**src/rtl/tiro_pkg.sv**
```systemverilog
// Shared types and geometry for the player-shot scheduler.
// Optional build macro: TIRO_AUTOFIRE_EN (level-sensitive autofire).
package tiro_pkg;

    typedef enum logic {
        S_IDLE     = 1'b0,
        S_COOLDOWN = 1'b1
    } tiro_state_t;

    localparam int SHOT_W = 2;
    localparam int SHOT_H = 8;
    localparam int X_W    = 11;
    localparam int Y_W    = 10;

endpackage

```
**src/rtl/tiro_slot_alloc.sv**
```systemverilog
// Lowest-free-index priority encoder for the shot slot pool.
// Purely combinational; all slot state lives in tiro_controller.
module tiro_slot_alloc #(
    parameter int N = 4
) (
    input  logic [N-1:0] free,
    output logic [2:0]   idx,
    output logic         any_free
);

    always_comb begin
        idx = '0;
        for (int i = N - 1; i >= 0; i--) begin
            if (free[i]) idx = 3'(i);
        end
    end

    assign any_free = |free;

endmodule

```
**src/rtl/tiro_controller.sv**
```systemverilog
// Player shot scheduler: fire arbitration, slot pool, motion, pixel draw.
// Define TIRO_AUTOFIRE_EN for level-sensitive autofire; default is edge-only.
module tiro_controller
    import tiro_pkg::*;
#(
    parameter int N_SHOTS   = 4,
    parameter int COOLDOWN  = 25000000,
    parameter int SHOT_STEP = 8,
    parameter int SHOT_TOP  = 40,
    parameter int SHIP_Y    = 490,
    parameter int SHIP_XOFS = 10
) (
    input  logic                   clk,
    input  logic                   reset,
    input  logic                   fire_n,
    input  logic                   frame_tick,
    input  logic [10:0]            posX_Nave,
    input  logic                   vivo,
    input  logic                   hit_valid,
    input  logic [2:0]             hit_idx,
    input  logic [9:0]             h_counter,
    input  logic [9:0]             v_counter,
    output logic [N_SHOTS-1:0]     shot_active,
    output logic [11*N_SHOTS-1:0]  shot_x,
    output logic [10*N_SHOTS-1:0]  shot_y,
    output logic                   fire_drop,
    output logic                   shot_on
);

    localparam int CNT_W = (COOLDOWN > 2) ? $clog2(COOLDOWN) : 1;
    localparam logic [CNT_W-1:0] CNT_LOAD = CNT_W'(COOLDOWN - 1);
    localparam logic [CNT_W-1:0] CNT_ONE  = CNT_W'(1);
    localparam logic [Y_W-1:0]   SPAWN_Y  = Y_W'(SHIP_Y - 8);
    localparam logic [Y_W-1:0]   MOVE_MIN = Y_W'(SHOT_TOP + SHOT_STEP);
    localparam logic [Y_W-1:0]   STEP     = Y_W'(SHOT_STEP);
    localparam logic [X_W-1:0]   XOFS     = X_W'(SHIP_XOFS);
    localparam logic [X_W:0]     SW_EXT   = (X_W + 1)'(SHOT_W);
    localparam logic [Y_W:0]     SH_EXT   = (Y_W + 1)'(SHOT_H);

    logic fire_s1, fire_s2, fire_s3;
    logic fire_edge, fire_evt;

    tiro_state_t state_q, state_d;
    logic [CNT_W-1:0] cnt_q, cnt_d;
    logic drop_q, drop_d;
    logic alloc;

    logic [N_SHOTS-1:0] active_q, active_d, free_mask;
    logic [X_W-1:0] x_q [N_SHOTS];
    logic [X_W-1:0] x_d [N_SHOTS];
    logic [Y_W-1:0] y_q [N_SHOTS];
    logic [Y_W-1:0] y_d [N_SHOTS];
    logic [2:0] alloc_idx;
    logic any_free;

    logic [X_W:0] hx;
    logic [Y_W:0] vy;
    logic on_d, on_q;

    // fire_s3 holds the previous synced sample so a press is one edge
    always_ff @(posedge clk or negedge reset) begin
        if (!reset) begin
            fire_s1 <= 1'b1;
            fire_s2 <= 1'b1;
            fire_s3 <= 1'b1;
        end else begin
            fire_s1 <= fire_n;
            fire_s2 <= fire_s1;
            fire_s3 <= fire_s2;
        end
    end

    assign fire_edge = fire_s3 & ~fire_s2;

`ifdef TIRO_AUTOFIRE_EN
    logic idle_entry_q;

    always_ff @(posedge clk or negedge reset) begin
        if (!reset) begin
            idle_entry_q <= 1'b0;
        end else begin
            idle_entry_q <= (state_q == S_COOLDOWN) && (state_d == S_IDLE);
        end
    end

    assign fire_evt = fire_edge | (idle_entry_q & ~fire_s2);
`else
    assign fire_evt = fire_edge;
`endif

    always_ff @(posedge clk or negedge reset) begin
        if (!reset) begin
            state_q <= S_IDLE;
            cnt_q   <= '0;
            drop_q  <= 1'b0;
        end else begin
            state_q <= state_d;
            cnt_q   <= cnt_d;
            drop_q  <= drop_d;
        end
    end

    always_comb begin
        state_d = state_q;
        cnt_d   = cnt_q;
        drop_d  = 1'b0;
        alloc   = 1'b0;
        unique case (state_q)
            S_IDLE: begin
                if (fire_evt && vivo) begin
                    if (any_free) begin
                        alloc   = 1'b1;
                        state_d = S_COOLDOWN;
                        cnt_d   = CNT_LOAD;
                    end else begin
                        drop_d = 1'b1;
                    end
                end
            end
            S_COOLDOWN: begin
                if (cnt_q == '0) state_d = S_IDLE;
                else cnt_d = cnt_q - CNT_ONE;
            end
            default: state_d = S_IDLE;
        endcase
    end

    assign free_mask = ~active_q;

    tiro_slot_alloc #(
        .N(N_SHOTS)
    ) u_alloc (
        .free    (free_mask),
        .idx     (alloc_idx),
        .any_free(any_free)
    );

    // hit beats spawn beats motion; a freed slot keeps its last x/y
    always_comb begin
        active_d = active_q;
        x_d      = x_q;
        y_d      = y_q;
        for (int i = 0; i < N_SHOTS; i++) begin
            if (hit_valid && hit_idx == 3'(i)) begin
                active_d[i] = 1'b0;
            end else if (alloc && alloc_idx == 3'(i)) begin
                active_d[i] = 1'b1;
                x_d[i]      = posX_Nave + XOFS;
                y_d[i]      = SPAWN_Y;
            end else if (frame_tick && active_q[i]) begin
                if (y_q[i] >= MOVE_MIN) y_d[i] = y_q[i] - STEP;
                else active_d[i] = 1'b0;
            end
        end
    end

    always_ff @(posedge clk or negedge reset) begin
        if (!reset) begin
            active_q <= '0;
            for (int i = 0; i < N_SHOTS; i++) begin
                x_q[i] <= '0;
                y_q[i] <= '0;
            end
        end else begin
            active_q <= active_d;
            for (int i = 0; i < N_SHOTS; i++) begin
                x_q[i] <= x_d[i];
                y_q[i] <= y_d[i];
            end
        end
    end

    assign hx = {2'b00, h_counter};
    assign vy = {1'b0, v_counter};

    always_comb begin
        on_d = 1'b0;
        for (int i = 0; i < N_SHOTS; i++) begin
            if (active_q[i]
                && hx >= {1'b0, x_q[i]}
                && hx <  {1'b0, x_q[i]} + SW_EXT
                && vy >= {1'b0, y_q[i]}
                && vy <  {1'b0, y_q[i]} + SH_EXT) begin
                on_d = 1'b1;
            end
        end
    end

    always_ff @(posedge clk or negedge reset) begin
        if (!reset) on_q <= 1'b0;
        else on_q <= on_d;
    end

    always_comb begin
        shot_x = '0;
        shot_y = '0;
        for (int i = 0; i < N_SHOTS; i++) begin
            shot_x[X_W*i +: X_W] = x_q[i];
            shot_y[Y_W*i +: Y_W] = y_q[i];
        end
    end

    assign shot_active = active_q;
    assign fire_drop   = drop_q;
    assign shot_on     = on_q;

endmodule
```
**config.mk**
```make
export PLATFORM = sky130hd
export DESIGN_NAME = tiro_controller
export DESIGN_NICKNAME = d
export VERILOG_FILES = /design/src/rtl/tiro_pkg.sv /design/src/rtl/tiro_slot_alloc.sv /design/src/rtl/tiro_controller.sv
export SDC_FILE = /design/constraint.sdc
export NUM_CORES = 1
export LEC_CHECK = 0
export ABC_CLOCK_PERIOD_IN_PS = 7040
export BUFFER_PORTS_ARGS = -buffer_cell sky130_fd_sc_hd__buf_4
export CAP_MARGIN = 20
export CORE_ASPECT_RATIO = 2
export CORE_UTILIZATION = 25
export DETAILED_ROUTE_END_ITERATION = 6
export HOLD_SLACK_MARGIN = 0.1
export PLACE_DENSITY = 0.46
export REMOVE_ABC_BUFFERS = 1
export SLEW_MARGIN = 20
export SYNTH_ARGS = -nofsm -noshare
export SYNTH_HDL_FRONTEND = slang
export SYNTH_SLANG_ARGS = --single-unit
```
**constraint.sdc**
```tcl
create_clock -name clk -period 7.04 [get_ports clk]
set_clock_uncertainty 0.1 [all_clocks]
set_input_delay 1.056 -clock clk [delete_from_list [all_inputs] [get_ports clk]]
set_output_delay 1.056 -clock clk [all_outputs]
set_load 0.05 [all_outputs]
```
======== Yosys cells after proc, flatten, opt, wreduce, memory -nomap -nowiden ========
Cells that the tools add are included.
operators by class
  add/subtract/negate cells ............... 14
  multiply operators ...................... 0
  div/mod/pow operators ................... 0
  order comparisons ....................... 20
  equality and inequality tests ........... 13
  shift-type cells ........................ 0
  multiplexer cells ....................... 48
  bitwise logic cells ..................... 8
  reductions and logical operators ........ 58
operator list
  cell                                                                     number
  10-bit 2-to-1 mux                                                        12
  25-bit 2-to-1 mux                                                        3
  25-bit one-hot mux with 2 select lines                                   1
  11-bit by 2-bit adder with 12-bit output (second input constant)         4
  10-bit by 12-bit less-than comparator with 1-bit output                  4
  10-bit by 4-bit adder with 11-bit output (second input constant)         4
  10-bit by 11-bit >= comparator with 1-bit output                         4
  10-bit by 11-bit less-than comparator with 1-bit output                  4
  10-bit >= comparator                                                     4
  10-bit by 6-bit >= comparator with 1-bit output (second input constant)  4
  10-bit by 4-bit subtractor with 10-bit output (second input constant)    4
  1-bit logical AND                                                        29
  1-bit 2-to-1 mux                                                         27
  25-bit zero test                                                         1
  25-bit by 1-bit subtractor with 25-bit output (second input constant)    1
  2-bit AND reduction                                                      8
  2-bit nonzero test                                                       8
  3-bit AND reduction                                                      5
  3-bit by 2-bit == test with 1-bit output (second input constant)         4
  3-bit inequality test (second input constant)                            4
  3-bit nonzero test                                                       4
  11-bit by 4-bit adder with 11-bit output (second input constant)         1
  2-bit 2-to-1 mux                                                         4
  3-bit by 1-bit == test with 1-bit output (second input constant)         2
  7 further kinds                                                          15
word-level totals
  register bits after elaboration ......... 119
  latch bits .............................. 0
  memory bits (writable) .................. 0
  bits in read-only memories .............. 0
  output and inout bits ................... 90
  word-level logic and storage cells ...... 180
  memories ................................ 0

======== Longest topological paths before layout ========
Gate-level depths: netlist of run 1.
  word-level depth ........................ 9
  depth in mapped cells ................... 12

======== By module ========
From an unflattened synthesis of run 1, not the netlist that was laid out.
unflattened totals
  cells, all modules ...................... 1027
  area total of the unflattened synthesis .. 9041.2 um2
by module, submodules not included
  module           times used  cells each  area each (um2)  seq. area each (um2)
  tiro_controller  1           1018        8994.9           2781.4
  tiro_slot_alloc  1           9           46.3             0.0

======== Worst setup path after synthesis of run 1 ========
No wires, ideal clock.
  kind .................................... input -> register
  start point ............................. input port hit_idx[2]
  end point ............................... register y_q, in the netlist shot_y[17]
  setup time .............................. 0.134 ns
  arrival ................................. 2.492 ns
  required time ........................... 6.806 ns
  slack ................................... 4.313 ns
  cell stages on the path ................. 8
  path through ............................ nand2b_1 -> nor3b_1 -> or4_1 -> buf_2 -> or3_4 -> nor2_1 -> xnor2_1 -> nand2_1
on the way
  longest elaborated chain between the ends .. 4
ends and longest elaborated chain
  what                                      RTL line                source
  start: declaration                        tiro_controller.sv:20   input logic [2:0] hit_idx,
  3-bit by 1-bit == test with 1-bit output  tiro_controller.sv:144  if (hit_valid && hit_idx == 3'(i)) begin
  1-bit logical AND                         tiro_controller.sv:144
  1-bit inverter (no source line)           --
  3-bit AND reduction (no source line)      --
  end signal: indexed assignment            tiro_controller.sv:168  y_q[i] <= y_d[i];
  end: declaration                          tiro_controller.sv:51   logic [Y_W-1:0] y_q [N_SHOTS];
Every way passes these cells.
A chain may end at the register's enable or synchronous reset.

======== Worst setup path after layout of run 1 ========
  start point ............................. input port h_counter[0]
  end point ............................... register on_q (netlist: shot_on)
on the way
  longest elaborated chain between the ends .. 9
  elaborated cells between the ends (all ways) .. 28
ends and longest elaborated chain
  what                                              RTL line                source
  start: declaration                                tiro_controller.sv:21   input logic [9:0] h_counter,
  10-bit by 11-bit >= comparator with 1-bit output  tiro_controller.sv:180  && hx >= {1'b0, x_q[i]}
  1-bit logical AND                                 tiro_controller.sv:180
  1-bit logical AND                                 tiro_controller.sv:181  && hx < {1'b0, x_q[i]} + SW_EXT
  1-bit logical AND                                 tiro_controller.sv:182  && vy >= {1'b0, y_q[i]}
  1-bit logical AND                                 tiro_controller.sv:183  && vy < {1'b0, y_q[i]} + SH_EXT) begin
  1-bit 2-to-1 mux (3 in a row)                     tiro_controller.sv:179  if (active_q[i]
  1-bit 2-to-1 mux (*)                              tiro_controller.sv:179
  named net on_d                                    tiro_controller.sv:58   logic on_d, on_q;
  end signal: assignment                            tiro_controller.sv:191  else on_q <= on_d;
  end: declaration                                  tiro_controller.sv:58
The timed path passes the listed nets; every way through them passes the cells marked *.

==> flow_summary.yaml, run 1 <==
final_layout:
  fill_cells: 3742
  final_cells: 1563
  layout_commonest_cell: "ha_1"
  final_util_pct: 30.1
  layout.nets: 1303
  diodes: 0
  drive_gt1_share_pct: 14.1
  area_growth_pct: 18.8
  final_cell_mix: "ha_1 (150), buf_4 (123), dfrtp_1 (108)"
routing:
  drt_wl_total_um: 29000
  wl_per_cell_um: 18.6
  drt_iter0_drc: 211
  drt_pre_antenna_iters: 4
  vias: 7610
  vias_per_cell: 4.87
  drc: 0
  ant_nets: 0
sta:
  post-route-period-util_pct: 41.9
  fmax_mhz: 339
  tightest_slew_ns: 1.06
  finalSetupViolCount: 0
  hold_viol: 0
  relSlewSlack_pct: 28.7
  drv_slew: 0
  fin_setup_tns_ns: 0
  rsz0062_at_grt: "false"
  min_period_ns: 2.95
global_routing:
  grt_max_degree: 60
  track_usage_pct: 16.6
  antenna_found_initial: 0
  grt_pass1_vias: 7633
  grt_pass1_wl_um: 44200
  grt_overflow: 0
setup_path:
  worstPathRequired_ns: 7.22
  crit_fanout: 4
  setup.worst_path.end_class: "register"
  critPathLaunchType: "input pin"
  critPathArrivalTime_ns: 3.12
  path_class: "input pin to register"
floorplanning:
  die-area_um2: 36400
  die_y_um: 269
  initial_core_util_pct: 25.4
  core_area_um2: 35100
  die_w_um: 135
  rows: 97
  pin_count: 130
clock_tree:
  clock-root-buffer: "clkbuf_16"
  cts_setup_buffers: 0
  cts_buffer_depth: 2
  clock_latency_ns: 0.38
  cts_resized: 0
  clk_pin_slew_ns: 0.08
  numCtsBuffers: 9
  hold_buffers: 0
  h-tree-depth: 3
  clock-sinks: 111
  cts_tree: "yes"
placement:
  place_inst: 1547
  dp_hpwl_um: 23700
  gp_congestion: 0.832
  portBuffers: 120
synthesis:
  synthTopCellsByArea: "dfrtp_1 (30%), ha_1 (21%), xnor2_1 (6.8%)"
  ys_seq_area_share_pct: 31.3
  synth_seq_cells: 111
  ys_warn_count: 0
  yosysTopAreaCellShare_pct: 30.4
  synthArstFlopShare_pct: 100
  yosysTopAreaCell: "dfrtp_1"
  synth_cell_types: 69
  synth_edf_count: 0
  synthCells: 998
  synth.avg_cell_area_um2: 8.91
  syn_area_um2: 8890
  synth_flop_cell: "dfrtp_1"
hold_path:
  min_path_type: "register to register"
job:
  max_cap_violations: 0
power:
  ir_drop_uv: 194
  p_leak_nw: 4.70
  p_per_area_nw_per_um2: 312
outcome:
  outcome: "finished, final reports clean"
[where the power goes]
group          internal, mW  switching [mW]  total [mW]
combinational         0.614            1.09        1.70
clock                 0.288           0.261       0.548
sequential            0.782           0.262        1.04
[cells by family after synthesis]
family | share of synthesized area [%]
AOI/OAI and AO/OA | 14.4
xor gates and xnor gates | 8.17
adders and majority gates | 21.1
buffers and inverters | 5.29
DFF | 31.3
muxes | 1.10
other | 0.0422
and+or+nand+nor | 18.7
[per-layer routing]
metal  GRT usage (%)  part of all wire (%)
met1            15.8                    34
met2            32.8                    57
met4            8.78                   4.2
met3            3.03                   4.3
met5               0                     0
[synthesized netlist by cell type (6+ instances only)]
cell type / count
o211ai_1: 10
nand3_1: 52
xnor2_1: 69
o21a_1: 10
buf_4: 8
and3_1: 11
nor3b_1: 6
o31ai_1: 6
dfrtp_1: 108
ha_1: 150
a21oi_1: 33
inv_1: 89
mux2_2: 6
nor2_1: 47
or3_1: 11
a211oi_1: 9
nand4_1: 18
xor2_1: 14
nor4_1: 11
a21o_1: 13
nand2_1: 101
o21ai_0: 75
nor3_1: 35
o2111ai_1: 7
nand2b_1: 7
clkbuf_1: 14
[critical path, stage by stage]
cell and delay [ns]:
buf_4 0.10, inv_1 0.24, ha_1 0.29, nand2b_1 0.14, a211oi_1 0.28, o21ai_0 0.19
a21oi_1 0.20, o21ai_0 0.14, and4b_1 0.20, a211o_1 0.28
[cell type report]
| type | count | area [um2] | area share [%] |
|---|---|---|---|
| inverter | 90 | 338 | 3.20 |
| sequential | 111 | 2780 | 26.3 |
| tap | 445 | 557 | 5.27 |
| timing repair buffer | 123 | 923 | 8.74 |
| multi-input combinational | 778 | 5670 | 53.6 |
| clock inverter | 4 | 53.8 | 0.509 |
| clock buffer | 12 | 246 | 2.33 |
[path summary, 6_finish.rpt]
kind | startpoint | end | slack [ns] | cells after the start
worst max-delay path | h_counter[0] | shot_on$_DFF_PN0_ | 4.09 | 10
worst min-delay path | fire_s1$_DFF_PN1_ | fire_s2$_DFF_PN1_ | 0.26 | 0
worst max register to register | shot_x[14]$_DFFE_PN0P_ | shot_on$_DFF_PN0_ | 4.12 | 11
worst min register to register | fire_s1$_DFF_PN1_ | fire_s2$_DFF_PN1_ | 0.26 | 0
max in group asynchronous | reset | shot_y[29]$_DFFE_PN0P_ | 4.91 | 2
min in group asynchronous | reset | shot_x[42]$_DFFE_PN0P_ | 0.63 | 1
[flip-flops by register name, summed over array words and instances (netlist names)]
| register | count |
|---|---|
| fire_s2 | 1 |
| state_q | 1 |
| fire_s1 | 1 |
| cnt_q | 25 |
| fire_s3 | 1 |
| shot_y | 32 |
| shot_on | 1 |
| shot_x | 44 |
| fire_drop | 1 |
| shot_active | 4 |
[metrics by stage]
stage               setup WS (ns)  hold WS [ns]  total power [mW]  area, um2
global route                 3.91         0.267              3.55      10600
floorplan                    4.31         0.245              2.18       8790
global placement             3.73         0.247              2.75      10300
CTS                          4.08         0.260              3.35      10600
detailed placement           3.74         0.248              2.78      10300
finish                       4.09         0.258              3.29      10600
Power figures use the tool's default switching activity.
==> inputs of run 2 (changes only) <==
- ABC_CLOCK_PERIOD_IN_PS: 7040 -> 2850
- clock period: 7.04 -> 2.85 ns (I/O delays scaled with it)
==> run 2 against run 1 <==
Sequential power grew 140%. Worst setup slack lost 3.9 ns. Register-to-register slack lost 3.9 ns. Global-route usage grew 0.14 points. Cell count grew 2.6%. Sequential share of layout area shrank 0.73 points. Via count grew 1.3%. Clock-buffer cell count shrank 3. Clock power grew 130%. Critical path type is now register to register.
==> flow_summary.yaml, run 2 (same netlist as run 1, synthesis figures left out) <==
routing:
  drt_wl_total_um: 29300
  dr_wl_met2_um: 17000
  vias_per_cell: 4.81
  drt_iter0_drc: 355
  ant_nets: 0
  top_layer: "met4"
  met1_length_um: 10300
  dr_wl_met3_um: 1250
  vias: 7709
  drc: 0
  wl_per_cell_um: 18.3
  drt_pre_antenna_iters: 4
sta:
  min_period_ns: 2.67
  drv_slew: 0
  finalWorstSetupSlack_ns: 0.182
  finalSetupViolCount: 0
  fmax_mhz: 375
  tightest_slew_ns: 0.630
  hold_viol: 0
  post-route-period-util_pct: 93.6
  relSlewSlack_pct: 57.7
global_routing:
  track_usage_pct: 16.8
  grt_pass1_wl_um: 45000
  grt_max_degree: 59
  antenna_found_initial: 0
  grt_pass1_vias: 7847
  grt_overflow: 0
placement:
  post-place-ws_ns: 0.160
  dp_hpwl_um: 24000
  portBuffers: 120
  gp_congestion: 0.816
  place_inst: 1582
outcome:
  outcome: "finished, final reports clean"
final_layout:
  layout.nets: 1343
  drive_gt1_share_pct: 17.4
  diodes: 0
  final_cell_mix: "buf_4 (160), ha_1 (150), dfrtp_1 (106)"
  final_util_pct: 31.0
  area_growth_pct: 22.3
  layout_commonest_cell: "buf_4"
  largest_reg_flops: 44
  final_cells: 1603
hold_path:
  min_path_type: "input pin to register"
setup_path:
  path_class: "register to register"
  critPathLaunchType: "register"
  critPathArrivalTime_ns: 2.84
  crit_fanout: 6
  worstPathRequired_ns: 3.02
  setup.worst_path.end_class: "register"
power:
  ir_drop_uv: 417
  p_per_area_nw_per_um2: 754
  p_leak_nw: 4.90
floorplanning:
  die_y_um: 269
  initial_core_util_pct: 25.4
  pin_count: 130
  core_area_um2: 35100
  rows: 97
  die-area_um2: 36400
  die_w_um: 135
clock_tree:
  numCtsBuffers: 9
  cts_tree: "yes"
  clock_latency_ns: 0.39
  clock-sinks: 111
  h-tree-depth: 3
  clk_pin_slew_ns: 0.08
  clock-root-buffer: "clkbuf_16"
  cts_buffer_depth: 2
job:
  max_cap_violations: 0
[run 2: path summary, 6_finish.rpt]
check                      depth (start not counted)  slack (ns)                   start                endpoint
min in group asynchronous                          2        0.43                   reset   shot_y[8]$_DFFE_PN0P_
max                                               12        0.18  shot_y[23]$_DFFE_PN0P_       shot_on$_DFF_PN0_
min                                                3        0.21            posX_Nave[0]  shot_x[11]$_DFFE_PN0P_
min reg2reg                                        0        0.26       fire_s1$_DFF_PN1_       fire_s2$_DFF_PN1_
max in group asynchronous                          3        1.50                   reset  shot_x[12]$_DFFE_PN0P_
max reg2reg                                       12        0.18  shot_y[23]$_DFFE_PN0P_       shot_on$_DFF_PN0_
[run 2: layer usage]
| layer | vias to the layer above | track usage, % |
|---|---|---|
| met5 | - | 0 |
| met4 | 0 | 6.47 |
| met3 | 43 | 3.46 |
| met2 | 141 | 34.0 |
| met1 | 3667 | 15.9 |
| li1 | 3858 | - |
[run 2: through the flow]
step	setup TNS, ns	cell area (um2)	hold slack (ns)	total power, mW
after detailed placement	0	10500	0.247	6.95
final	0	10900	0.213	8.21
after global routing	-0.000570	10900	0.218	8.88
after global placement	0	10500	0.249	6.88
after floorplan	0	8790	0.0319	5.39
after CTS	0	10800	0.192	8.29
[run 2: what timing repair did]
| item | 4_1_cts | 5_1_grt |
|---|---|---|
| resized for setup | 0 | 5 |
| endpoints found under the hold margin | 26 | 0 |
| buffers inserted | 0 | 3 |
| setup endpoints to repair | 0 | 1 |
| hold buffers | 2 | 0 |
[run 2: cell type report]
cell class                 count  area (um2)
fill                        3706       24200
multi-input combinational    778        5680
sequential                   111        2780
timing repair buffer         163        1240
tap                          445         557
inverter                      90         338
clock buffer                   9         225
clock inverter                 7        53.8
[run 2: worst max-delay path, cell delays in order (launching register included)]
cell and delay [ns]:
dfrtp_1 0.44, inv_1 0.11, ha_1 0.31, inv_1 0.05, ha_1 0.28, nand2_1 0.05
o311ai_0 0.31, o21ai_0 0.14, a21oi_1 0.15, nand4b_1 0.17, o31ai_1 0.09, buf_4 0.15
a211o_1 0.22
[run 2: power breakdown]
part,leakage [nW],internal (mW),switching (mW)
Clock,0.139,0.605,0.676
Sequential,1.34,1.93,0.552
Combinational,3.41,1.65,2.79
==> inputs of run 3 (changes only) <==
- ABC_AREA: unset -> 1
==> run 3 against run 2 <==
Register-to-register slack improved by 0.20 ns. Via count rose by 19%. Sequential share of layout area fell by 1.6 points. Die area rose by 9.7%. Wire length rose by 13%. Power fell by 60%. Worst hold slack improved by 0.0045 ns.
==> flow_summary.yaml, run 3 <==
setup_path:
  crit_fanout: 4
  setup.worst_path.end_class: "register"
  critPathLaunchType: "register"
  r2r-end: "shot_on$_DFF_PN0_"
  critPathArrivalTime_ns: 2.64
  cp-startpoint: "shot_x[14]$_DFFE_PN0P_"
  path_class: "register to register"
  r2r_start: "shot_x[14]$_DFFE_PN0P_"
  worstPathRequired_ns: 3.03
  regToRegSetupSlack_ns: 0.39
  worstRegToRegCells: 15
floorplanning:
  die_w_um: 142
  die_y_um: 281
  die-area_um2: 39900
  pin_count: 130
  core_area_um2: 38500
  rows: 102
  initial_core_util_pct: 25.3
power:
  p_per_area_nw_per_um2: 285
  p_leak_nw: 5.79
  ir_drop_uv: 271
clock_tree:
  h-tree-depth: 3
  clk_pin_slew_ns: 0.08
  clock_latency_ns: 0.38
  clock-sinks: 111
  cts_resized: 0
  clock-root-buffer: "clkbuf_16"
  cts_buffer_depth: 2
  cts_tree: "yes"
  numCtsBuffers: 9
synthesis:
  synthCells: 1347
  synth_flop_cell: "dfrtp_1"
  synth_cell_types: 39
  synth_seq_cells: 111
  ys_seq_area_share_pct: 28.5
  yosysTopAreaCell: "dfrtp_1"
  synth.avg_cell_area_um2: 7.25
  synth.most_common_cell: "nand2_1"
  syn_area_um2: 9760
  synthTopCellsByArea: "dfrtp_1 (28%), ha_1 (19%), nand2_1 (12%)"
  synth_edf_count: 0
  ys_warn_count: 0
  yosysTopAreaCellShare_pct: 27.7
  synth_common_cells: "nand2_1 (321), inv_1 (168), ha_1 (150), nor2_1 (133), o21ai_0 (109)"
  synthArstFlopShare_pct: 100
final_layout:
  seq_area_um2: 2780
  area_growth_pct: 19.0
  drive_gt1_share_pct: 11.7
  fill_cells: 4323
  multi_input_area_um2: 6200
  layout_commonest_cell: "nand2_1"
  diodes: 0
  largest_reg_flops: 44
  final_cell_mix: "nand2_1 (321), inv_1 (168), ha_1 (150)"
  final_cells: 2004
  layout.nets: 1669
  stdcell_area_um2: 11600
global_routing:
  antenna_found_initial: 0
  track_usage_pct: 17.2
  grt_pass1_wl_um: 51000
  grt_pass1_vias: 9217
  grt_overflow: 0
  grt_max_degree: 50
sta:
  drv_slew: 0
  fmax_mhz: 406
  min_period_ns: 2.46
  hold_viol: 0
  relSlewSlack_pct: 51.2
  rsz0062_at_grt: "false"
  finalSetupViolCount: 0
  post-route-period-util_pct: 86.5
  tightest_slew_ns: 0.727
  fin_setup_tns_ns: 0
  finalWorstSetupSlack_ns: 0.386
placement:
  portBuffers: 120
  post-place-ws_ns: 0.400
  dp_hpwl_um: 26900
  place_inst: 1986
  gp_congestion: 0.858
  placed_area_um2: 11300
hold_path:
  worst_hold_path.num_cells: 2
  whs_endpoint: "shot_x[34]$_DFFE_PN0P_"
  worstHoldStart: "posX_Nave[1]"
  min_path_type: "input pin to register"
routing:
  vias_per_cell: 4.58
  drt_iter0_drc: 295
  drt_pre_antenna_iters: 5
  wl_per_cell_um: 16.5
  vias: 9188
  drt_wl_total_um: 33000
  drc: 0
  ant_nets: 0
outcome:
  outcome: "finished, final reports clean"
job:
  max_cap_violations: 0
-- run 3: cell count changes after synthesis, moves of 24 or more --
| cell | previous run | this run |
|---|---|---|
| a21oi_1 | 33 | 60 |
| inv_1 | 89 | 168 |
| nand2_1 | 101 | 321 |
| nand3_1 | 52 | 76 |
| nor2_1 | 47 | 133 |
| o21ai_0 | 75 | 109 |
| xnor2_1 | 69 | 12 |
| xor2_1 | 14 | 50 |
-- run 3: through the flow --
stage               utilization (%)  power (mW)  hold WS [ns]
floorplan                         -        1.83        0.0319
global placement               29.4        2.05         0.246
detailed placement             29.4        2.06         0.254
CTS                            30.1        3.38         0.198
global route                   30.1        3.47         0.212
finish                         30.1        3.31         0.217
-- run 3: cell families (layout without fill, tap and decap cells) --
kind of cell	count (synthesis)	in the layout	share of synthesized area, %
AOI/OAI and AO/OA	211	211	11.7
xor gates and xnor gates	62	62	5.56
adders and majority gates	150	150	19.2
buffers and inverters	196	326	8.24
DFF	111	111	28.5
other	1	8	0.0384
and+or+nand+nor	616	616	26.8
-- run 3: what timing repair did --
action | 4_1_cts | 5_1_grt
buffers inserted | 0 | 0
hold buffers | 2 | 0
endpoints found under the hold margin | 29 | 0
endpoints found under the setup margin | 0 | 0
-- run 3: worst max-delay path by stage --
| stage | depth (start not counted) | slack [ns] | to |
|---|---|---|---|
| 2_1_floorplan | 15 | 0.31 | shot_on$_DFF_PN0_ |
| 3_3_place_gp | 16 | 0.40 | shot_on$_DFF_PN0_ |
| 3_5_place_dp | 18 | 0.40 | shot_on$_DFF_PN0_ |
| 4_1_cts | 18 | 0.36 | shot_on$_DFF_PN0_ |
| 5_1_grt | 18 | 0.13 | shot_on$_DFF_PN0_ |
| 6_report | 15 | 0.39 | shot_on$_DFF_PN0_ |
-- run 3: final cells by class --
class                           count  share of cell area, %
Clock buffer                       11                   2.09
Clock inverter                      5                  0.291
Inverter                          172                   5.58
Multi-Input combinational cell   1047                   53.4
Sequential cell                   111                   23.9
Tap cell                          520                   5.60
Timing Repair Buffer              138                   9.07
-- run 3: critical path: stages, from the launching register on --
cell,delay [ns]
dfrtp_1,0.41
inv_1,0.09
nor3_1,0.39
nand3_1,0.16
xor2_1,0.17
ha_1,0.28
nand2_1,0.07
o21a_1,0.18
nand2_1,0.09
nand2_1,0.05
nand2_1,0.05
nand2_1,0.06
nand3_1,0.10
nand2_1,0.05
inv_1,0.04
nand2_1,0.05
-- run 3: where the power goes --
group / switching, mW / internal [mW]
logic: 0.293 / 0.148
clock network: 0.667 / 0.619
registers: 0.000802 / 1.58
-- run 3: metal layers --
| layer | track usage (%) | share of wire (%) | up-vias |
|---|---|---|---|
| li1 | - | - | 4700 |
| met1 | 17.6 | 38 | 4301 |
| met2 | 34.6 | 57 | 151 |
| met3 | 2.12 | 2.7 | 36 |
| met4 | 6.40 | 2.6 | 0 |
| met5 | 0 | 0 | - |
